`src/rtl/ddr_tx_sequencer.sv`:
```
// ---------------------------------------------------------------------------
// ddr_tx_sequencer
//
// Frame-level controller for the HDR-DDR tx serializer. Holds the serializer
// enabled for a whole frame and steps its 4-bit mode code through the frame
// fields: command word, N data words, CRC word, then the restart or exit
// pattern. A field advances on each serializer mode-done pulse. Every data
// byte sent pops the register file once. Each field has a watchdog.
//
// Ports:
//   i_sys_clk       system clock
//   i_sys_rst       asynchronous active-high reset
//   i_start         one-cycle frame request, sampled only in IDLE
//   i_rnw           1 = read frame (command word only), 0 = write frame
//   i_word_count    number of 2-byte data words for a write
//   i_end_restart   1 = end with restart pattern, 0 = exit pattern
//   i_abort         synchronous abort request
//   i_tx_mode_done  serializer field-complete pulse
//   o_tx_en         serializer enable
//   o_tx_mode       serializer mode code
//   o_regf_rd_en    one-cycle pulse advancing the register-file read pointer
//   o_busy          frame in progress
//   o_done          one-cycle pulse, frame finished normally
//   o_err           one-cycle pulse, timeout / abort / illegal request
//
// state     | meaning
// ----------+--------------------------------------------------
// IDLE      | waiting for i_start
// CMD_PRE   | command preamble
// CMD_RNW   | read/write indicator bits
// CMD_ZEROS | command zero padding
// CMD_ADDR  | target address
// CMD_PAR   | command parity; a read frame ends here
// DAT_PRE1  | data preamble, first half
// DAT_PRE0  | data preamble, second half
// DAT_B1    | first data byte
// DAT_B2    | second data byte
// DAT_PAR   | data word parity, loops while words remain
// CRC_PRE   | CRC preamble
// CRC_TOK   | CRC token
// CRC_VAL   | CRC value
// END_PAT   | restart or exit pattern
// FINISH    | one-cycle normal completion
// ---------------------------------------------------------------------------
module ddr_tx_sequencer #(
    parameter int P_TIMEOUT = 255,
    parameter int P_CNT_W   = 8
) (
    input  logic               i_sys_clk,
    input  logic               i_sys_rst,
    input  logic               i_start,
    input  logic               i_rnw,
    input  logic [P_CNT_W-1:0] i_word_count,
    input  logic               i_end_restart,
    input  logic               i_abort,
    input  logic               i_tx_mode_done,
    output logic               o_tx_en,
    output logic [3:0]         o_tx_mode,
    output logic               o_regf_rd_en,
    output logic               o_busy,
    output logic               o_done,
    output logic               o_err
);

    localparam int              WD_W    = $clog2(P_TIMEOUT + 1);
    // Watchdog fires at the edge that would bring the count to P_TIMEOUT.
    localparam logic [WD_W-1:0] WD_LAST = WD_W'(P_TIMEOUT - 1);

    typedef enum logic [3:0] {
        IDLE, CMD_PRE, CMD_RNW, CMD_ZEROS, CMD_ADDR, CMD_PAR,
        DAT_PRE1, DAT_PRE0, DAT_B1, DAT_B2, DAT_PAR,
        CRC_PRE, CRC_TOK, CRC_VAL, END_PAT, FINISH
    } state_t;

    state_t             state, state_nxt;
    logic               rnw, rnw_nxt;
    logic               restart, restart_nxt;
    logic [P_CNT_W-1:0] words, words_nxt;
    logic [WD_W-1:0]    wdog, wdog_nxt;
    logic               tx_en_nxt, rd_en_nxt, busy_nxt, done_nxt, err_nxt;
    logic [3:0]         mode_nxt;
    logic               in_field, fault, field_nxt;

    always_ff @(posedge i_sys_clk or posedge i_sys_rst) begin
        if (i_sys_rst) begin
            state        <= IDLE;
            rnw          <= 1'b0;
            restart      <= 1'b0;
            words        <= '0;
            wdog         <= '0;
            o_tx_en      <= 1'b0;
            o_tx_mode    <= 4'b0000;
            o_regf_rd_en <= 1'b0;
            o_busy       <= 1'b0;
            o_done       <= 1'b0;
            o_err        <= 1'b0;
        end else begin
            state        <= state_nxt;
            rnw          <= rnw_nxt;
            restart      <= restart_nxt;
            words        <= words_nxt;
            wdog         <= wdog_nxt;
            o_tx_en      <= tx_en_nxt;
            o_tx_mode    <= mode_nxt;
            o_regf_rd_en <= rd_en_nxt;
            o_busy       <= busy_nxt;
            o_done       <= done_nxt;
            o_err        <= err_nxt;
        end
    end

    always_comb begin
        state_nxt   = state;
        rnw_nxt     = rnw;
        restart_nxt = restart;
        words_nxt   = words;
        rd_en_nxt   = 1'b0;
        err_nxt     = 1'b0;

        in_field = (state != IDLE) && (state != FINISH);
        // Abort and timeout take priority over a coincident mode-done.
        fault    = in_field && (i_abort || (wdog == WD_LAST));

        if (fault) begin
            state_nxt = IDLE;
            err_nxt   = 1'b1;
        end else begin
            case (state)
                IDLE: begin
                    if (i_start) begin
                        rnw_nxt     = i_rnw;
                        restart_nxt = i_end_restart;
                        words_nxt   = i_word_count;
                        if (!i_rnw && (i_word_count == '0)) begin
                            err_nxt = 1'b1;
                        end else begin
                            state_nxt = CMD_PRE;
                        end
                    end
                end
                CMD_PRE:   if (i_tx_mode_done) state_nxt = CMD_RNW;
                CMD_RNW:   if (i_tx_mode_done) state_nxt = CMD_ZEROS;
                CMD_ZEROS: if (i_tx_mode_done) state_nxt = CMD_ADDR;
                CMD_ADDR:  if (i_tx_mode_done) state_nxt = CMD_PAR;
                CMD_PAR:   if (i_tx_mode_done) state_nxt = rnw ? FINISH : DAT_PRE1;
                DAT_PRE1:  if (i_tx_mode_done) state_nxt = DAT_PRE0;
                DAT_PRE0:  if (i_tx_mode_done) state_nxt = DAT_B1;
                DAT_B1: begin
                    if (i_tx_mode_done) begin
                        state_nxt = DAT_B2;
                        rd_en_nxt = 1'b1;
                    end
                end
                DAT_B2: begin
                    if (i_tx_mode_done) begin
                        state_nxt = DAT_PAR;
                        rd_en_nxt = 1'b1;
                    end
                end
                DAT_PAR: begin
                    if (i_tx_mode_done) begin
                        words_nxt = words - 1'b1;
                        state_nxt = (words > P_CNT_W'(1)) ? DAT_PRE1 : CRC_PRE;
                    end
                end
                CRC_PRE:   if (i_tx_mode_done) state_nxt = CRC_TOK;
                CRC_TOK:   if (i_tx_mode_done) state_nxt = CRC_VAL;
                CRC_VAL:   if (i_tx_mode_done) state_nxt = END_PAT;
                END_PAT:   if (i_tx_mode_done) state_nxt = FINISH;
                FINISH:    state_nxt = IDLE;
                default:   state_nxt = IDLE;
            endcase
        end

        wdog_nxt = (in_field && (state_nxt == state)) ? wdog + 1'b1 : '0;

        field_nxt = (state_nxt != IDLE) && (state_nxt != FINISH);
        tx_en_nxt = field_nxt;
        busy_nxt  = field_nxt;
        done_nxt  = (state_nxt == FINISH);

        // Mode is registered from the next state so it changes with the state.
        case (state_nxt)
            CMD_RNW:  mode_nxt = rnw_nxt ? 4'b0010 : 4'b0110;
            CMD_ZEROS: mode_nxt = 4'b0011;
            CMD_ADDR: mode_nxt = 4'b0001;
            CMD_PAR:  mode_nxt = 4'b0100;
            DAT_PRE1: mode_nxt = 4'b0010;
            DAT_PRE0: mode_nxt = 4'b0110;
            DAT_B1:   mode_nxt = 4'b0111;
            DAT_B2:   mode_nxt = 4'b0111;
            DAT_PAR:  mode_nxt = 4'b0100;
            CRC_TOK:  mode_nxt = 4'b1100;
            CRC_VAL:  mode_nxt = 4'b1101;
            END_PAT:  mode_nxt = restart_nxt ? 4'b1111 : 4'b1110;
            default:  mode_nxt = 4'b0000;
        endcase
    end

endmodule
```
`config.mk`:
```
export PLATFORM = sky130hd
export DESIGN_NAME = ddr_tx_sequencer
export DESIGN_NICKNAME = d
export VERILOG_FILES = /design/src/rtl/ddr_tx_sequencer.sv
export SDC_FILE = /design/constraint.sdc
export NUM_CORES = 1
export LEC_CHECK = 0
export CAP_MARGIN = 20
export CELL_PAD_IN_SITES_DETAIL_PLACEMENT = 0
export CELL_PAD_IN_SITES_GLOBAL_PLACEMENT = 1
export CORE_MARGIN = 2
export CORE_UTILIZATION = 37
export DETAILED_ROUTE_END_ITERATION = 6
export GPL_ROUTABILITY_DRIVEN = 0
export PLACE_DENSITY = 0.76
export REMOVE_ABC_BUFFERS = 1
export SLEW_MARGIN = 20
export SYNTH_ARGS = -nofsm -noshare
export SYNTH_HDL_FRONTEND = slang
export SYNTH_SLANG_ARGS = --single-unit
```
`constraint.sdc`:
```
create_clock -name i_sys_clk -period 2.5 [get_ports i_sys_clk]
set_input_delay 0.375 -clock i_sys_clk [delete_from_list [all_inputs] [get_ports i_sys_clk]]
set_output_delay 0.375 -clock i_sys_clk [all_outputs]
set_load 0.03 [all_outputs]
```
After elaboration in Yosys (flattened, before gate mapping)
Index checks and enable logic that the tools add are counted.
- add/sub/neg operators: 2
- magnitude comparators: 1
- eq/ne operators: 34
- muxes and demuxes: 40
- bitwise gates (word level): 1
- reductions and logical operators: 16
- operator list (kind ; number):
    two-way mux 4 bit ; 19
    one-hot mux 4 bit (16 select lines) ; 1
    == test 4 bit (second input constant) ; 15
    one-hot mux 4 bit (10 select lines) ; 1
    == test 4 x 3 -> 1 bit (second input constant) ; 8
    two-way mux 8 bit ; 3
    == test 4 x 2 -> 1 bit (second input constant) ; 4
    one-hot mux 8 bit (2 select lines) ; 1
    two-way mux 1 bit ; 14
    adder 8 x 1 -> 8 bit (second input constant) ; 1
    == test 8 bit (second input constant) ; 1
    greater-than comparator 8 x 1 -> 1 bit (second input constant) ; 1
    logical NOT 8 bit ; 1
    != test 4 bit (second input constant) ; 2
    nonzero test 4 bit ; 2
    subtractor 8 x 1 -> 8 bit (second input constant) ; 1
    OR reduction 2 bit ; 3
    logical AND 1 bit ; 5
    == test 4 x 1 -> 1 bit (second input constant) ; 1
    == test 4 bit ; 1
    logical NOT 4 bit ; 1
    != test 2 bit (second input constant) ; 2
    AND reduction 4 bit ; 1
    two-way mux 3 bit ; 1
    other kinds (4) ; 4
- bits in registers: 30
- input bits: 15
- output and inout port bits: 9
- word-level logic and storage cells: 104

Depth between registers and ports, before layout
- word-level depth: 9
- depth in mapped cells: 10
- depth with buffers taken out: 10

Worst setup path after synthesis
Ideal clock, no wire load.
- path kind: reg-to-reg
- start: reg words[3]
- end: reg wdog[0]
- setup time: 0.095 ns
- arrival time: 2.291 ns
- data required time: 2.405 ns
- path slack: 0.114 ns
- stages on the path, launching flop included: 8
- period minus slack after synthesis: 2.386 ns
- cells stage by stage: dfrtp_1 or4_4 o41ai_4 a221oi_2 xnor2_1 o32a_1 o32a_4 nor4b_2
- longest elaborated chain between the ends: 8
- RTL lines (item ; line ; source):
    from (decl) ; 78 ; logic [P_CNT_W-1:0] words, words_nxt;
    from (signal assigned) ; 101 ; words <= words_nxt;
    greater-than comparator 8 x 1 -> 1 bit ; 163 ; state_nxt = (words > P_CNT_W'(1)) ? DAT_PRE1 : CRC_PRE;
    two-way mux 4 bit ; 163 ;
    two-way mux 4 bit ; 161 ; if (i_tx_mode_done) begin
    one-hot mux 4 bit (16 select lines) ; 128 ; case (state)
    two-way mux 4 bit ; 124 ; if (fault) begin
    == test 4 bit ; 175 ; wdog_nxt = (in_field && (state_nxt == state)) ? wdog + 1'b1 : '0;
    logical AND 1 bit ; 175 ;
    two-way mux 8 bit ; 175 ;
    net wdog_nxt[0] ; 79 ; logic [WD_W-1:0] wdog, wdog_nxt;
    to (signal assigned) ; 102 ; wdog <= wdog_nxt;
    to (decl) ; 79 ;
The timed path passes the listed nets, and every way through them passes these cells.
A chain may end at the register's enable or synchronous reset.

Worst setup path in the final report
Same ends and word-level chain as after synthesis.

==> flow_metrics.env <==
export IMPL_timing_slew_headroom_pct=50.90
export IMPL_final_antenna_net_count=0
export IMPL_crit_type="reg2reg"
export IMPL_numPortBuffers=23
export IMPL_via_per_inst=5.100
export IMPL_yosys_cell_types_count=51
export IMPL_cts_buffer_depth=2
export IMPL_rsz0062_at_grt="true"
export IMPL_cap_violations=0
export IMPL_grt_max_degree=31
export IMPL_die_x_um=74.34
export IMPL_synth_edff_count=0
export IMPL_async_flop_share_pct=100.0
export IMPL_root_buffer="clkbuf_8"
export IMPL_total_power_mw=2.217
export IMPL_yosys_warnings=0
export IMPL_leakage_nw=1.024
export IMPL_power_density_mw_per_mm2=927.8
export IMPL_cts_max_level=2
export IMPL_overflow=0
export IMPL_syn_cell_area_mm2=0.001831
export IMPL_hold_class="in2async"
export IMPL_grt_pass1_wl_um=7438
export IMPL_finalSetupViolCount=0
export IMPL_required_ns=2.70
export IMPL_peakVddDrop_uv=659.9
export IMPL_drive_gt1_share_pct=20.24
export IMPL_area_growth_syn_to_layout_pct=30.55
export IMPL_arrival_ns=2.64
export IMPL_tns_ns=0
export IMPL_vias=1627
export IMPL_die_y_um=74.34
export IMPL_dpl_hpwl_um=3130
export IMPL_end_kind="register"
export IMPL_io_pins=24
export IMPL_startpoint_type="register"
export IMPL_first_pass_iters=4
export IMPL_ys_seq_area_share_pct=41.01
export IMPL_cts_buffers=5
export IMPL_die_area_mm2=0.005526
export IMPL_num_rows=25
export IMPL_worstMarginPinSlew_ns=0.7322
export IMPL_drc=0
export IMPL_wl_per_cell_um=13.63
export IMPL_grt_usage_pct=18.06
export IMPL_finalNetCount=271
export IMPL_fin_crit_ns=2.448
export IMPL_clock_fmax_mhz=408.6
export IMPL_ys_seq_elements=30
export IMPL_final_hold_violation_count=0
export IMPL_reg2reg_depth=6
export IMPL_antenna_found_initial=0
export IMPL_diodes=0
export IMPL_slew_viol_final=0
export IMPL_core_mm2=0.004755
export IMPL_holdBufCountCts=0
export IMPL_drt_iter0_drc=97
export IMPL_grt_pass1_vias=1588
export IMPL_skew_ns=0.009013
export IMPL_avgSynthCellArea_um2=8.973
export IMPL_synth_cells=204
export IMPL_cts_tree="built"
export IMPL_timing_final_crit_share_pct=97.90
export IMPL_status="completed"
export IMPL_path_clk_slew_ns=0.06
export IMPL_synthFlopType="dfrtp_1"
export IMPL_routed_wl_um=4347
export IMPL_clk_latency_ns=0.29
export IMPL_worst_path_max_fanout=8
export IMPL_initial_utilization_pct=38.50
export IMPL_cts_sinks=30
[metrics by stage]
step / setup WS [ns] / cells / cell area [um2] / hold slack [ns] / utilization (%)
2_1_floorplan: 0.03314 / 195 / 1790 / 0.4649 / -
3_3_place_gp: 0.008366 / 311 / 2300 / 0.4959 / 48.37
5_1_grt: -0.06982 / 319 / 2390 / 0.5219 / 50.26
6_report: 0.05241 / 319 / 2390 / 0.4715 / 50.26
4_1_cts: 0.04848 / 318 / 2376 / 0.4826 / 49.97
3_5_place_dp: -0.03301 / 311 / 2300 / 0.5024 / 48.37
[metal layers]
metal | vias to the layer above | share of wire, % | wire, um | global-route usage [%]
met3 | 8 | 4.3 | 185 | 4.201
met1 | 760 | 49 | 2130 | 24.32
met4 | 0 | 2.0 | 87 | 10.12
met5 | - | 0 | 0 | 0
met2 | 31 | 45 | 1943 | 26.79
li1 | 828 | - | - | -
[critical path, cell delays in order, from the launching register on]
cell and delay [ns]:
dfrtp_1 0.38, or4_4 0.56, o41ai_4 0.32, o221ai_2 0.19, o32a_1 0.38, o32a_4 0.28
nor4b_2 0.25
[final cells by class]
class | instances | area (um2)
fill | 466 | 2365
multi-input combinational | 154 | 1005
tap | 67 | 83.83
sequential | 30 | 750.7
timing repair buffer | 50 | 432.9
clock buffer | 7 | 76.32
inverter | 11 | 41.29
[Yosys cell counts (5+ instances only)]
library cell | number | area share [%]
xnor2_1 | 5 | 2.4
dfrtp_1 | 30 | 41
a21oi_1 | 20 | 5.5
nor2_1 | 12 | 2.5
clkbuf_1 | 6 | 1.2
inv_1 | 8 | 1.6
o21ai_0 | 8 | 2.2
nand2_1 | 24 | 4.9
nor3_1 | 9 | 2.5
nand2b_1 | 5 | 1.7
nand3_1 | 15 | 4.1
[flip-flops by register name, indices dropped and copies added (netlist names)]
name,cells
o_busy,1
rnw,1
o_done,1
state,4
o_err,1
o_regf_rd_en,1
o_tx_mode,4
restart,1
wdog,8
words,8
[path summary, 6_finish.rpt]
path	startpoint	end	slack, ns
max in group asynchronous	i_sys_rst	o_tx_mode[3]	1.74
hold / removal	i_sys_rst	wdog[3]	0.47
setup reg to reg	words[3]	wdog[0]	0.05
setup / recovery	words[3]	wdog[0]	0.05
min in group i_sys_clk	restart	restart	0.51
hold reg to reg	restart	restart	0.51
[cell families (layout without fill, tap and decap cells)]
logic type,count (synthesis),after routing,synth area share [%]
xor gates and xnor gates,7,7,3.349
adders and majority gates,4,4,2.734
DFF,30,30,41.01
buffers and inverters,20,68,4.443
muxes,4,4,2.461
and+or+nand+nor,87,87,25.43
AOI/OAI and AO/OA,52,52,20.57
[layout by cell type (no fill, tap or decap), types with 2 or more instances in the layout]
cell / n
nor2b_1: 2
xnor2_1: 5
a31oi_1: 2
or3_1: 3
buf_4: 27
and4_1: 2
inv_1: 8
nand2b_1: 5
a41oi_1: 2
o211ai_1: 2
nand2_1: 24
a211oi_1: 2
o22ai_1: 2
dfrtp_1: 30
ha_1: 3
nand3_1: 15
mux2_2: 4
nor4b_2: 2
nor3_1: 9
nor4_1: 3
clkbuf_1: 2
nor2_1: 12
clkdlybuf4s50_1: 23
xor2_1: 2
inv_2: 3
a21oi_1: 20
clkbuf_8: 5
o21ai_0: 8
[repair_timing]
action	in CTS	in global routing
endpoints found under the setup margin	2	5
endpoints found under the hold margin	0	0
setup buffers	0	1
gates resized for setup	0	1
cloned	0	0
pin swaps	1	0
[power breakdown]
part | switching (mW) | total, mW | internal [mW]
combinational | 0.609 | 1.11 | 0.500
sequential | 0.120 | 0.745 | 0.625
clock | 0.172 | 0.363 | 0.191
total | 0.901 | 2.22 | 1.32
(Power assumes the default switching activity.)
==> variant, RTL diff (config.mk and constraints unchanged) <==
Add an input register stage for `i_start`, `i_rnw`, `i_word_count`, `i_end_restart` and `i_abort`; this delays them by one clock. The other inputs are not delayed to match. Comments in the files are not updated.
--- a/src/rtl/ddr_tx_sequencer.sv
+++ b/src/rtl/ddr_tx_sequencer.sv
@@ -73,4 +73,18 @@
     } state_t;
 
+    logic i_start_q;
+    logic i_rnw_q;
+    logic [P_CNT_W-1:0] i_word_count_q;
+    logic i_end_restart_q;
+    logic i_abort_q;
+
+    always_ff @(posedge i_sys_clk) begin
+        i_start_q       <= i_start;
+        i_rnw_q         <= i_rnw;
+        i_word_count_q  <= i_word_count;
+        i_end_restart_q <= i_end_restart;
+        i_abort_q       <= i_abort;
+    end
+
     state_t             state, state_nxt;
     logic               rnw, rnw_nxt;
@@ -120,5 +134,5 @@
         in_field = (state != IDLE) && (state != FINISH);
         // Abort and timeout take priority over a coincident mode-done.
-        fault    = in_field && (i_abort || (wdog == WD_LAST));
+        fault    = in_field && (i_abort_q || (wdog == WD_LAST));
 
         if (fault) begin
@@ -128,9 +142,9 @@
             case (state)
                 IDLE: begin
-                    if (i_start) begin
-                        rnw_nxt     = i_rnw;
-                        restart_nxt = i_end_restart;
-                        words_nxt   = i_word_count;
-                        if (!i_rnw && (i_word_count == '0)) begin
+                    if (i_start_q) begin
+                        rnw_nxt     = i_rnw_q;
+                        restart_nxt = i_end_restart_q;
+                        words_nxt   = i_word_count_q;
+                        if (!i_rnw_q && (i_word_count_q == '0)) begin
                             err_nxt = 1'b1;
                         end else begin
Check against the original RTL: not equivalent (Yosys sat finds a counterexample within 4 cycles, from zero or initial values and one cycle with i_sys_rst high).
==> variant against the unedited design <==
  * Setup slack improved by 0.13 ns
  * Combinational power increased by 5%
  * Sequential power increased by 34%
  * Cell area increased by 4.1%
  * Cell count decreased by 0.31%
  * Wire length increased by 1.3%
  * Total power increased by 17%
  * Sequential cell count increased by 12
  * Clock power increased by 15%
  * Area after synthesis increased by 11%
  * Critical path type unchanged
  * Largest cell class is now registers
  * Highest routed layer unchanged
==> variant: results (changes against the unedited design) <==
metric	value	unit	change
fraction of area in multi-input gates	0.3908		-0.02957
Reg clk slew, reported paths	0.08	ns	+0.02 ns
layout net count	266		-1.8%
XOR/XNOR Fraction of Synth Area	0.04380		+0.01031
Clock-cell share	0.03471		+0.002771
met1 WL	2.067	mm	-3.0%
met3 WL	229	um	+24%
worst r2r path cells	8		+2
multi-input gates	156		+1.3%
vias in the first global route	1574		-0.88%
fraction of area in registers	0.3984		+0.08425
Largest regs	i_word_count_q x8, wdog x8, words x8		
P_comb	1170	uW	+5%
Yosys cell types	50		-2.0%
Inverters	6		-5
WL met2	2.059	mm	+6.0%
WHS	0.4541	ns	-0.01738 ns
maximum vdd ir drop	0.0005829	V	-12%
status	completed		
Place WS	0.007059	ns	+0.04007 ns
worst r2r dst	o_tx_mode[0]		
routed wire length	4.405	mm	+1.3%
Adder-Cell Fraction of Synth Area	0.02468		-0.002665
Synth area leaders	dfrtp_1, dfxtp_1, a21oi_1, nand2_1, o21ai_0		
Fillers	504		+8.2%
P_sw	1065	uW	+18%
[variant: changes by cell type after synthesis, moves of 3 or more]
| cell | unedited run | this run |
|---|---|---|
| xor2_1 | 2 | 6 |
| dfxtp_1 | 0 | 12 |
| or3_1 | 3 | 0 |
| nand3_1 | 15 | 8 |
| o21ai_0 | 8 | 16 |
| xnor2_1 | 5 | 1 |
| inv_2 | 3 | 0 |
| nor3_1 | 9 | 14 |
[variant: metal layers]
metal  vias up  global-route usage
met3         5             0.03678
met1       784              0.2130
met5         -                   0
met2        46              0.2474
met4         0             0.04912
li1        840                   -
[variant: tightest hold or removal path, stage by stage]
cell,delay [ns]
clkdlybuf4s50_1,0.39
inv_1,0.05
buf_4,0.35
[variant: worst max path at each step]
stage	to	slack [ns]
3_5_place_dp	o_tx_mode[0]	0.007
2_1_floorplan	wdog[2]	0.31
5_1_grt	wdog[4]	-0.00001
4_1_cts	o_tx_mode[0]	0.13
6_report	o_tx_mode[0]	0.18
3_3_place_gp	o_tx_mode[0]	0.06
